[config.mk]
export PLATFORM = sky130hd
export DESIGN_NAME = pwm_phase_loader
export DESIGN_NICKNAME = d
export VERILOG_FILES = /design/src/rtl/pwm_phase_loader.sv
export SDC_FILE = /design/constraint.sdc
export NUM_CORES = 1
export LEC_CHECK = 0
export ABC_AREA = 1
export CORE_UTILIZATION = 50
export CTS_CLUSTER_DIAMETER = 150
export DETAILED_ROUTE_END_ITERATION = 10
export PLACE_DENSITY_LB_ADDON = 0.3
export SLEW_MARGIN = 15
export SYNTH_ARGS = -nofsm -noshare
export SYNTH_HDL_FRONTEND = slang
export SYNTH_SLANG_ARGS = --single-unit
[constraint.sdc]
create_clock -name clk -period 1.19 [get_ports clk]
set_input_delay 0.1785 -clock clk [delete_from_list [all_inputs] [get_ports clk]]
set_output_delay 0.1785 -clock clk [all_outputs]
set_load 0.01 [all_outputs]
[src/rtl/pwm_phase_loader.sv]
// Double-buffered PWM phase/enable table. Host writes go into a shadow bank.
// A commit copies the shadow bank into the active bank in one step, on the next cycleStart.
module pwm_phase_loader #(
  parameter  int NUM_CHANNELS = 16,
  parameter  int CLK_FREQ     = 50_000_000,
  parameter  int OUT_FREQ     = 40_000,
  localparam int CNT_MAX      = CLK_FREQ / OUT_FREQ,
  localparam int PHASE_W      = $clog2(CNT_MAX),
  localparam int CH_W         = (NUM_CHANNELS > 1) ? $clog2(NUM_CHANNELS) : 1
) (
  input  logic               clk,
  input  logic               nReset,
  input  logic               wr_valid,
  output logic               wr_ready,
  input  logic [CH_W-1:0]    wr_chan,
  input  logic [PHASE_W-1:0] wr_phase,
  input  logic               wr_en,
  output logic               wr_err,
  input  logic               commit,
  input  logic               cycleStart,
  output logic [PHASE_W-1:0] phase [NUM_CHANNELS],
  output logic               en [NUM_CHANNELS],
  output logic               pending,
  output logic               commit_done
);

  typedef enum logic {IDLE, PENDING} stateT;

  stateT              state;
  stateT              nextState;
  logic [PHASE_W-1:0] shadowPhase [NUM_CHANNELS];
  logic               shadowEn [NUM_CHANNELS];
  logic               chanOk;
  logic               phaseOk;
  logic               wrFire;
  logic               wrLegal;
  logic               doCommit;

  // A range check is only built where the field can actually hold an illegal value.
  generate
    if ((2 ** CH_W) > NUM_CHANNELS) begin : gChanCheck
      assign chanOk = int'(wr_chan) < NUM_CHANNELS;
    end else begin : gChanAll
      assign chanOk = 1'b1;
    end
    if ((2 ** PHASE_W) > CNT_MAX) begin : gPhaseCheck
      assign phaseOk = int'(wr_phase) < CNT_MAX;
    end else begin : gPhaseAll
      assign phaseOk = 1'b1;
    end
  endgenerate

  assign wrFire  = wr_valid && wr_ready;
  assign wrLegal = chanOk && phaseOk;
  assign pending = (state == PENDING);

  always_ff @(posedge clk or negedge nReset) begin
    if (!nReset) begin
      state <= IDLE;
    end else begin
      state <= nextState;
    end
  end

  // A commit seen in IDLE arms the copy; only a cycleStart seen while PENDING can fire it.
  always_comb begin
    nextState = state;
    doCommit  = 1'b0;
    case (state)
      IDLE: begin
        if (commit) begin
          nextState = PENDING;
        end
      end
      PENDING: begin
        if (cycleStart) begin
          doCommit  = 1'b1;
          nextState = IDLE;
        end
      end
      default: nextState = IDLE;
    endcase
  end

  always_ff @(posedge clk or negedge nReset) begin
    if (!nReset) begin
      wr_ready    <= 1'b0;
      wr_err      <= 1'b0;
      commit_done <= 1'b0;
    end else begin
      wr_ready    <= (nextState == IDLE);
      wr_err      <= wrFire && !wrLegal;
      commit_done <= doCommit;
    end
  end

  // Writes and commits never share an edge: wr_ready is low for the whole PENDING state.
  always_ff @(posedge clk or negedge nReset) begin
    if (!nReset) begin
      for (int i = 0; i < NUM_CHANNELS; i++) begin
        shadowPhase[i] <= '0;
        shadowEn[i]    <= 1'b0;
        phase[i]       <= '0;
        en[i]          <= 1'b0;
      end
    end else begin
      if (wrFire && wrLegal) begin
        shadowPhase[wr_chan] <= wr_phase;
        shadowEn[wr_chan]    <= wr_en;
      end
      if (doCommit) begin
        for (int i = 0; i < NUM_CHANNELS; i++) begin
          phase[i] <= shadowPhase[i];
          en[i]    <= shadowEn[i];
        end
      end
    end
  end

endmodule

Yosys cells after proc, flatten, opt, wreduce, memory -nomap -nowiden
Index checks and enable logic that the tools add are counted.
Word-level totals
  flip-flop bits (word level): 388
  output and inout bits: 196
  logic and storage cells: 90
Cells by class
  $lt $le $gt $ge: 3
  multiplexer cells: 11
  bitwise operators: 3
  reduce and logical (&&, ||, !) cells: 5
Operators with widths (count)
  $bwmux 176: 1
  $demux 11 s4: 1
  $bwmux 16: 1
  $lt 11x11->1 const B: 1
  $mux 11: 1
  $ge 5x5->1 const B: 1
  $lt 5x1->1 const B: 1
  $mux 1: 5
  $not 4->5: 1
  $demux 1 s4: 1
  $logic_and 1x1->1: 4
  $not 1->1: 2
  $pmux 1 s2: 1
  $logic_not 1->1: 1

Logic depth before layout (Yosys ltp)
  depth in word-level cells: 6
  mapped depth: 11
  mapped depth without buffers: 8

Least setup slack after synthesis
Ideal clock, no wire load.
  kind: flip-flop to flip-flop
  start point: register wr_ready
  end point: register shadowPhase[166] (netlist bit)
  data arrival time: 1.341 ns
  data required time: 1.123 ns
  path slack: -0.218 ns
  cell stages (with the launch flop): 7
  path through: dfrtp_1 nand2_1 inv_2 clkbuf_1 clkbuf_1 nand4_1 nand2_1
On the way
  cells in the longest elaborated chain, start to end: 2
RTL lines
  from (decl): RTL line 14  | output logic wr_ready,
  from (signal assigned): RTL line 91  | wr_ready <= (nextState == IDLE);
  $logic_and 1x1->1: RTL line 53  | assign wrFire = wr_valid && wr_ready;
  $logic_and 1x1->1: RTL line 107  | if (wrFire && wrLegal) begin
  to (signal, indexed assignment): RTL line 108  | shadowPhase[wr_chan] <= wr_phase;
  to (decl): RTL line 31  | logic [PHASE_W-1:0] shadowPhase [NUM_CHANNELS];
Every way passes these cells.
A chain may end at the register's enable or synchronous reset.

Worst setup path in the final report
  start point: register wr_ready
  end point: register shadowPhase[6] (netlist bit)
Same word-level chain as after synthesis.

==> flow_metrics.tcl <==
set metrics [dict create \
    clk_pin_slew_worst_paths_ns 0.06 \
    portBuffers 216 \
    maxCapViolations 0 \
    fin_nets 2117 \
    synth_mux_area_share_pct 0 \
    period_share_pct 127 \
    path_class "reg2reg" \
    drc_errors 0 \
    utilization_pct 66.7 \
    outcome "complete, but fails checks" \
    synth-seq-cells 388 \
    io_pins 217 \
    overflow 0 \
    worstSetupEndpointType "flop" \
    powerDensity_mw_per_mm2 1820 \
    hold_ws_ns 0.0969 \
    vdd_drop_max_v 0.000964 \
    h-tree-depth 2 \
    hp-class "in2async" \
    rsz0062_at_grt "true" \
    wire_per_inst_um 19.9 \
    yosysWarnings 0 \
    drive_gt1_share_pct 26.7 \
    synth_xor_area_share_pct 0 \
    slew_violations 0 \
    yosys.area.top_type_share_pct 60.9 \
    reg2reg_to "shadowPhase[6]" \
    wl_mm 50.1 \
    synthSimpleGateAreaFrac_pct 33.3 \
    via_per_inst 5.64 \
    cts_tree "built" \
    start_kind "flop" \
    finalSetupViolCount 567 \
    leakage_nw 11.7 \
    numCtsBuffers 38 \
    synth_common_cells "962 x nand2_1, 388 x dfrtp_1, 198 x nand4_1, 81 x clkbuf_1, 33 x buf_6" \
    first_pass_iters 6 \
    crit_required_ns 1.65 \
    syn-num-nets 1779 \
    synth_top_family_by_area "simple AND/OR/NAND/NOR gates" \
    ys_async_sr_fraction_pct 100 \
    avgSynthCellArea_um2 9.07 \
    hpwl_mm 29.1 \
    rrSetupSlack_ns -0.32 \
    synth_enable_flop_cells 0 \
    num_rows 65 \
    yosys.area.top_type "dfrtp_1" \
    placed_cells 2331 \
    synth_compound_area_share_pct 0.0314 \
    core_area_mm2 0.0315 \
    synth-seq-area-share_pct 60.9 \
    max_clock_freq_ghz 0.663 \
    first_global_vias 13747 \
    violations "setup timing" \
    initial_core_util_pct 50.7 \
    worst_pin_slew_ns 0.493 \
    yosysMostFrequentCell "nand2_1" \
    grt_usage_pct 29.6 \
    report.final.hold_viol_count 0 \
    worstPathArrival_ns 1.97 \
    clk-insertion-delay-late_ns 0.53 \
    placedInstanceArea_mm2 0.0190 \
    grt_pass1_wl_mm 75.6 \
    cts_sinks 388 \
    synthAdderAreaFrac_pct 0 \
    final_cells 2524 \
    dieArea_mm2 0.0326 \
    yosysUniqueCellTypes 24 \
    ant_nets 0 \
    max_slew_margin_pct 66.8 \
    critPathMaxFanout 8 \
    syn_area_mm2 0.0159 \
    area_growth_pct 31.6 \
    n_antenna_cell 0 \
    synth_ff_type "dfrtp_1" \
    die_h_um 181 \
    synth_area_leaders "dfrtp_1 61%, nand2_1 23%, nand4_1 7.8%, buf_6 2.3%, clkbuf_1 1.9%" \
    antenna_found_initial 0 \
    r2r_start "wr_ready" \
    timing.final.ws_setup_ns -0.318 \
    die_w_um 181 \
    vias 14232 \
    place_congestion 0.840 \
    skew_ns 0.0120 \
    min_period_ns 1.51 \
    grt_max_degree 76 \
    synthCells 1758 \
    clockRootBuffer "clkbuf_16" \
    final.fill_count 2376 \
    stdcell_area_mm2 0.0210 \
    cts_buffer_depth 3 \
    dp_slack_ns -0.750 \
    reg2reg_depth 9 \
    drt-initial-drc-count 1501 \
]
## worst max-delay path, stage by stage, from the launching register on
cell and delay [ns]:
dfrtp_2 0.44, buf_6 0.14, nand2_8 0.07, clkinv_8 0.08, buf_12 0.13, buf_12 0.12
nand4_1 0.15, buf_6 0.19, nand2_2 0.05, nand2_1 0.06
## worst max-delay path by stage
| stage | start | end | cells after the start |
|---|---|---|---|
| floorplan | wr_phase[8] | shadowPhase[165] | 11 |
| global placement | wr_phase[2] | shadowPhase[63] | 9 |
| detailed placement | wr_phase[3] | shadowPhase[57] | 10 |
| CTS | wr_ready | shadowPhase[33] | 6 |
| global route | wr_ready | shadowPhase[2] | 9 |
| finish | wr_ready | shadowPhase[6] | 9 |
## final cells by class
class	instances	area [um2]	share of cell area (%)
multi-input combinational	1221	5660	27.0
sequential	388	9710	46.3
clock buffer	54	1120	5.35
timing repair buffer	431	3750	17.9
clock inverter	12	144	0.686
timing repair inverter	1	11.3	0.0537
inverter	15	85.1	0.405
tap	402	503	2.40
## layer usage
layer	track usage (%)	vias up	part of all wire [%]
met4	11.2	0	3.8
met1	41.0	7005	41
li1	-	6350	-
met5	0	-	0
met2	46.1	735	46
met3	6.00	142	9.2
## per-stage QoR
| step | total power (W) | setup TNS, ns |
|---|---|---|
| 6_report | 0.0382 | -62.19 |
| 5_1_grt | 0.0398 | -84.31 |
| 4_1_cts | 0.0377 | -64.88 |
| 3_5_place_dp | 0.0256 | -171.85 |
| 3_3_place_gp | 0.0254 | -166.44 |
| 2_1_floorplan | 0.0208 | -9.20 |
## cell usage in the layout, fill, tap and decap left out, types with 7 or more instances in the layout
cell type / count
buf_12: 44
buf_16: 8
buf_2: 185
buf_4: 141
buf_6: 24
clkbuf_16: 45
clkbuf_8: 9
clkdlybuf4s50_1: 18
clkinv_2: 7
dfrtp_1: 387
inv_1: 8
nand2_1: 923
nand2_2: 44
nand2_4: 8
nand4_1: 198
nand4_4: 18
nor2_1: 11
nor2_2: 11
## kinds of logic after synthesis
group	Yosys count
simple gates	1211
flops	388
buf+inv	158
compound gates	1
## sequential cells by signal (all words and copies together) (netlist names)
name and cells:
phase 176, wr_err 1, shadowPhase 176, pending 1
commit_done 1, en 16, shadowEn 16, wr_ready 1
## report_power, final
| part | internal (W) | switching [W] | total (W) |
|---|---|---|---|
| combinational | 0.00377 | 0.00467 | 0.00843 |
| sequential | 0.0157 | 0.00171 | 0.0174 |
| clock | 0.00722 | 0.00509 | 0.0123 |
## what timing repair did
action,CTS,global route
hold endpoints to repair,388,0
setup endpoints to repair,562,573
gates cloned,9,17
hold buffers,1,0
pin swaps,18,27
gates resized for setup,821,82
buffers inserted,88,13
Note: power is estimated with default switching activity, not from simulation.
